**config.mk**
```make
export PLATFORM = sky130hd
export DESIGN_NAME = fixed_cordic_cos
export DESIGN_NICKNAME = d
export VERILOG_FILES = /design/src/rtl/fixed_cordic_cos.sv
export SDC_FILE = /design/constraint.sdc
export NUM_CORES = 1
export LEC_CHECK = 0
export ABC_AREA = 1
export CAP_MARGIN = 20
export CORE_UTILIZATION = 43
export DETAILED_ROUTE_END_ITERATION = 12
export PLACE_DENSITY = 0.7
export SLEW_MARGIN = 10
export SYNTH_ARGS = -nofsm -noshare
export SYNTH_HDL_FRONTEND = slang
export SYNTH_SLANG_ARGS = --single-unit
export TNS_END_PERCENT = 1
```
**constraint.sdc**
```tcl
create_clock -name clk -period 6.1 [get_ports clk]
set_input_delay 1.525 -clock clk [delete_from_list [all_inputs] [get_ports clk]]
set_output_delay 1.525 -clock clk [all_outputs]
set_load 0.02 [all_outputs]
```
**src/rtl/fixed_cordic_cos.sv**
```systemverilog
// Iterative CORDIC cosine on sign / 1 integer / 19 fraction fixed point, one micro-rotation per clock.
// Define CORDIC_SINE_EN to also expose sin(x) taken from the final y.
module fixed_cordic_cos #(
   parameter int ITERATIONS = 20,
   parameter int GUARD_W    = 4
) (
   input  logic        clk,
   input  logic        rst,
   input  logic        in_valid,
   output logic        in_ready,
   input  logic        sign_i,
   input  logic        integer_i,
   input  logic [18:0] fractional_i,
   output logic        out_valid,
   input  logic        out_ready,
   output logic        sign_o,
   output logic        integer_o,
   output logic [18:0] fractional_o
`ifdef CORDIC_SINE_EN
   ,
   output logic        sin_sign_o,
   output logic        sin_integer_o,
   output logic [18:0] sin_fractional_o
`endif
);
   localparam int FW = 19 + GUARD_W;
   localparam int IW = 2 + FW;
   localparam int CW = $clog2(ITERATIONS);
   localparam logic [CW-1:0] LAST    = CW'(ITERATIONS - 1);
   localparam logic [19:0]   HALF_PI = 20'hC90FE;
   localparam logic [20:0]   PI      = 21'h1921FB;

   function automatic logic signed [IW-1:0] to_fix(input real r);
      return IW'($rtoi(r * (2.0 ** FW) + 0.5));
   endfunction

   localparam logic signed [IW-1:0] K = to_fix(0.6072529350);
   localparam logic signed [IW-1:0] ATAN [0:23] = '{
      to_fix(0.78539816339744831), to_fix(0.46364760900080612),
      to_fix(0.24497866312686414), to_fix(0.12435499454676144),
      to_fix(0.06241880999595735), to_fix(0.03123983343026828),
      to_fix(0.01562372862047683), to_fix(0.00781234106010111),
      to_fix(0.00390623013196697), to_fix(0.00195312251647882),
      to_fix(0.00097656218955932), to_fix(0.00048828121119490),
      to_fix(0.00024414062014936), to_fix(0.00012207031189367),
      to_fix(0.00006103515617421), to_fix(0.00003051757811553),
      to_fix(0.00001525878906132), to_fix(0.00000762939453110),
      to_fix(0.00000381469726561), to_fix(0.00000190734863281),
      to_fix(0.00000095367431641), to_fix(0.00000047683715820),
      to_fix(0.00000023841857910), to_fix(0.00000011920928955)};

   // |v| rounded half-up to 19 fraction bits, clamped to 1.0; bit 19 is the integer bit.
   function automatic logic [19:0] round_sat(input logic signed [IW-1:0] v);
      logic [IW-1:0] mag;
      logic [IW-1:0] rnd;
      mag = v[IW-1] ? IW'(-v) : IW'(v);
      rnd = mag + (IW'(1) << (GUARD_W - 1));
      if (rnd[IW-1:GUARD_W] >= (IW-GUARD_W)'(20'h80000)) return 20'h80000;
      return rnd[GUARD_W+19:GUARD_W];
   endfunction

   typedef enum logic [1:0] {IDLE, REDUCE, ITER, DONE} state_t;
   state_t state, state_nx;

   logic [19:0]          ang;
   logic                 neg;
   logic [CW-1:0]        iter;
   logic signed [IW-1:0] x, y, z, x_nx, y_nx, z_nx, z0;
   logic [19:0]          z_red, cmag;

   always_comb begin
      state_nx  = state;
      in_ready  = 1'b0;
      out_valid = 1'b0;
      case (state)
         IDLE: begin
            in_ready = 1'b1;
            if (in_valid) state_nx = REDUCE;
         end
         REDUCE: state_nx = ITER;
         ITER: if (iter == LAST) state_nx = DONE;
         DONE: begin
            out_valid = 1'b1;
            if (out_ready) state_nx = IDLE;
         end
         default: state_nx = IDLE;
      endcase
   end

   // Fold angles past pi/2 onto pi-m so the rotation stays inside CORDIC convergence.
   always_comb begin
      z_red = (ang > HALF_PI) ? 20'(PI - 21'(ang)) : ang;
      z0    = signed'({1'b0, z_red, {GUARD_W{1'b0}}});
   end

   always_comb begin
      if (!z[IW-1]) begin
         x_nx = x - (y >>> iter);
         y_nx = y + (x >>> iter);
         z_nx = z - ATAN[5'(iter)];
      end else begin
         x_nx = x + (y >>> iter);
         y_nx = y - (x >>> iter);
         z_nx = z + ATAN[5'(iter)];
      end
      cmag = round_sat(x_nx);
   end

`ifdef CORDIC_SINE_EN
   logic        ang_sign;
   logic [19:0] smag;
   always_comb smag = round_sat(y_nx);

   always_ff @(posedge clk or posedge rst) begin
      if (rst) begin
         ang_sign         <= 1'b0;
         sin_sign_o       <= 1'b0;
         sin_integer_o    <= 1'b0;
         sin_fractional_o <= '0;
      end else if (state == IDLE && in_valid) begin
         ang_sign <= sign_i;
      end else if (state == ITER && iter == LAST) begin
         sin_sign_o       <= ang_sign & (|smag);
         sin_integer_o    <= smag[19];
         sin_fractional_o <= smag[18:0];
      end
   end
`endif

   always_ff @(posedge clk or posedge rst) begin
      if (rst) begin
         state        <= IDLE;
         ang          <= '0;
         neg          <= 1'b0;
         iter         <= '0;
         x            <= '0;
         y            <= '0;
         z            <= '0;
         sign_o       <= 1'b0;
         integer_o    <= 1'b0;
         fractional_o <= '0;
      end else begin
         state <= state_nx;
         case (state)
            IDLE: if (in_valid) ang <= {integer_i, fractional_i};
            REDUCE: begin
               neg  <= (ang > HALF_PI);
               x    <= K;
               y    <= '0;
               z    <= z0;
               iter <= '0;
            end
            ITER: begin
               x    <= x_nx;
               y    <= y_nx;
               z    <= z_nx;
               iter <= iter + 1'b1;
               if (iter == LAST) begin
                  sign_o       <= neg & (|cmag);
                  integer_o    <= cmag[19];
                  fractional_o <= cmag[18:0];
               end
            end
            default: ;
         endcase
      end
   end
endmodule
```
==> flow_summary.yaml <==
layout:
  final_nets: 2536
  syn_to_final_growth_pct: 23.45
  num_antenna_cells: 0
  final_cell_area_mm2: 0.01746
  final_cell_mix: "nand2_1, inv_1, nor2_1"
  drive_gt1_share_pct: 16.86
  layout_commonest_cell: "nand2_1"
  utilization_pct: 53.80
sta:
  clock_skew_ns: 0.01120
  finalHoldViolCount: 0
  final.min_clock_period_ns: 6.096
  drv_slew: 0
  setup_violations: 0
  worst-slew-pin-transition_ns: 0.9588
  period_share_pct: 99.94
  slew_headroom_pct: 36.01
  rsz0062_at_grt: "true"
  fmax_ghz: 0.1640
floorplanning:
  die_y_um: 183.4
  start_util_pct: 43.58
  die_x_um: 183.4
  io_pins: 48
  design.die.area_mm2: 0.03362
  rows: 66
  coreArea_mm2: 0.03245
clocking:
  cts_made_buffers: 17
  cts_sinks: 124
  tritoncts: "yes"
  clk_latency_ns: 0.45
  clkTransAtPathRegs_ns: 0.07
  clockBufferDepth: 2
  clockRootBuffer: "clkbuf_16"
  htreeDepth: 4
logic_synthesis:
  syn_area_mm2: 0.01414
  yosys.area.top_type_share_pct: 21.94
  ys.flop_type: "dfrtp_1"
  async_flop_share_pct: 100.0
  syn_inst: 2257
  yosysWarnings: 0
  synth_area_leader_cell: "dfrtp_1"
  yosysSeqAreaShare_pct: 21.94
  syn_area_per_cell_um2: 6.267
  ys_seq_elements: 124
  synthesis.nets: 2380
  synth.top_cells.by_area: "dfrtp_1, nand2_1, ha_1, inv_1, o21ai_0"
  yosys.cell_types.count: 54
  synth_edf_count: 0
route:
  drtIter0Drc: 1573
  drt_pass1_iterations: 6
  antenna_left: 0
  vias: 15770
  vias_per_cell: 5.497
  route.detailed.drc: 0
  avgRoutedWirePerCell_um: 16.06
  finalWirelength_um: 46060
run_status:
  status: "completed"
global_routing:
  grt_usage_pct: 27.12
  grt_max_degree: 68
  grt_overflow_total: 0
  antenna_found_initial: 0
  grt_pass1_wl_um: 73430
  grt_pass1_vias: 14750
placement:
  dp_hpwl_um: 34220
  dpl_cell_area_mm2: 0.01597
  numPortBuffers: 46
  gp_congestion: 0.9855
worst_setup_path:
  r2r_slack_ns: 0.004
  endpoint_kind: "flip-flop"
  critPathRequiredTime_ns: 6.44
  cp-start-kind: "flip-flop"
  cpLargestDelayFamily: "simple AND/OR/NAND/NOR gates"
  cp_slowest_cell: "dfrtp_2"
  crit_type: "reg -> reg"
  crit_buf_inv: 6
  crit_top_cell: "nand2_1"
  path_max_fanout: 9
  worst_ep_arrival_time_ns: 6.43
  slowest_delay_ns: 0.52
min_path:
  min_path_type: "reg -> reg"
job:
  drv_cap: 0
## Yosys cell counts, types with 8 or more instances
cell / instances
inv_1: 232
buf_2: 21
nor3_1: 29
a31oi_1: 18
nand2_1: 627
nor2_1: 209
nand3_1: 157
dfrtp_1: 124
buf_1: 17
nand4_1: 23
a21oi_1: 161
ha_1: 95
clkbuf_1: 36
o31ai_1: 13
xnor2_1: 36
mux2i_1: 17
nor2_2: 12
xor2_1: 80
o211ai_1: 14
o21ai_0: 171
o22ai_1: 35
o21ai_1: 13
nand2_2: 14
o221ai_1: 8
## sequential cells by signal (all words and copies together) (netlist names)
| register | flops |
|---|---|
| state | 2 |
| ang | 20 |
| x | 25 |
| integer_o | 1 |
| z | 25 |
| sign_o | 1 |
| neg | 1 |
| iter | 5 |
| fractional_o | 19 |
| y | 25 |
## through the flow
| stage | cells | setup slack [ns] | hold slack (ns) | setup TNS, ns |
|---|---|---|---|---|
| floorplan | 2257 | 0.3243 | 0.4581 | 0 |
| global route | 2868 | -0.4196 | 0.5018 | -4.814 |
| CTS | 2845 | 0.003413 | 0.4804 | 0 |
| global placement | 2812 | -0.08453 | 0.4630 | -0.1133 |
| finish | 2868 | 0.003535 | 0.4791 | 0 |
| detailed placement | 2812 | -0.07678 | 0.4643 | -0.1892 |
## final timing paths
path,end,cells past startpoint,from
worst min-delay path,fractional_o[5],2,fractional_o[5]
max in group asynchronous,y[17],3,rst
worst max register to register,sign_o,45,iter[0]
min in group asynchronous,sign_o,2,rst
worst max-delay path,sign_o,45,iter[0]
worst min register to register,fractional_o[5],2,fractional_o[5]
## worst register-to-register path: cells and delay by family, from the launching register on
kind            cells  cell delay [ns]
buf+inv             6             0.86
fa+ha+maj           1             0.27
compound gates      6             0.72
xor+xnor            1             0.20
flops               1             0.52
simple gates       31             3.41
## final cells by class
| type | instances | area (um^2) |
|---|---|---|
| clock buffer | 19 | 452.9 |
| multi-input combinational | 1806 | 10400 |
| tap | 442 | 553.0 |
| inverter | 243 | 924.6 |
| fill | 3205 | 14990 |
| timing repair buffer | 221 | 1932 |
| sequential | 124 | 3104 |
| clock inverter | 13 | 92.59 |
## routing by layer
| metal | routed length [um] | track usage, % |
|---|---|---|
| met3 | 2582 | 4.468 |
| met4 | 1565 | 11.27 |
| met1 | 21360 | 36.71 |
| met2 | 20550 | 42.68 |
| met5 | 0 | 0 |
## logic make-up (layout without fill, tap and decap cells)
logic type	Yosys count	after routing	synth area share, %
AOI/OAI and AO/OA	466	466	18.39
DFF	124	124	21.94
adders and majority gates	98	98	8.829
muxes	20	20	1.442
xor gates and xnor gates	116	116	7.183
buffers and inverters	327	496	9.289
and+or+nand+nor	1106	1106	32.93
## what timing repair did
item,in CTS,in global routing
setup endpoints to repair,9,30
resized for setup,15,186
hold buffers,0,0
setup buffers,1,19
gates cloned,0,4
pin swaps,0,66
Power is left out: the tool's default activity adds up to more than one toggle a clock period on the data nets, which glitch-free logic cannot reach.
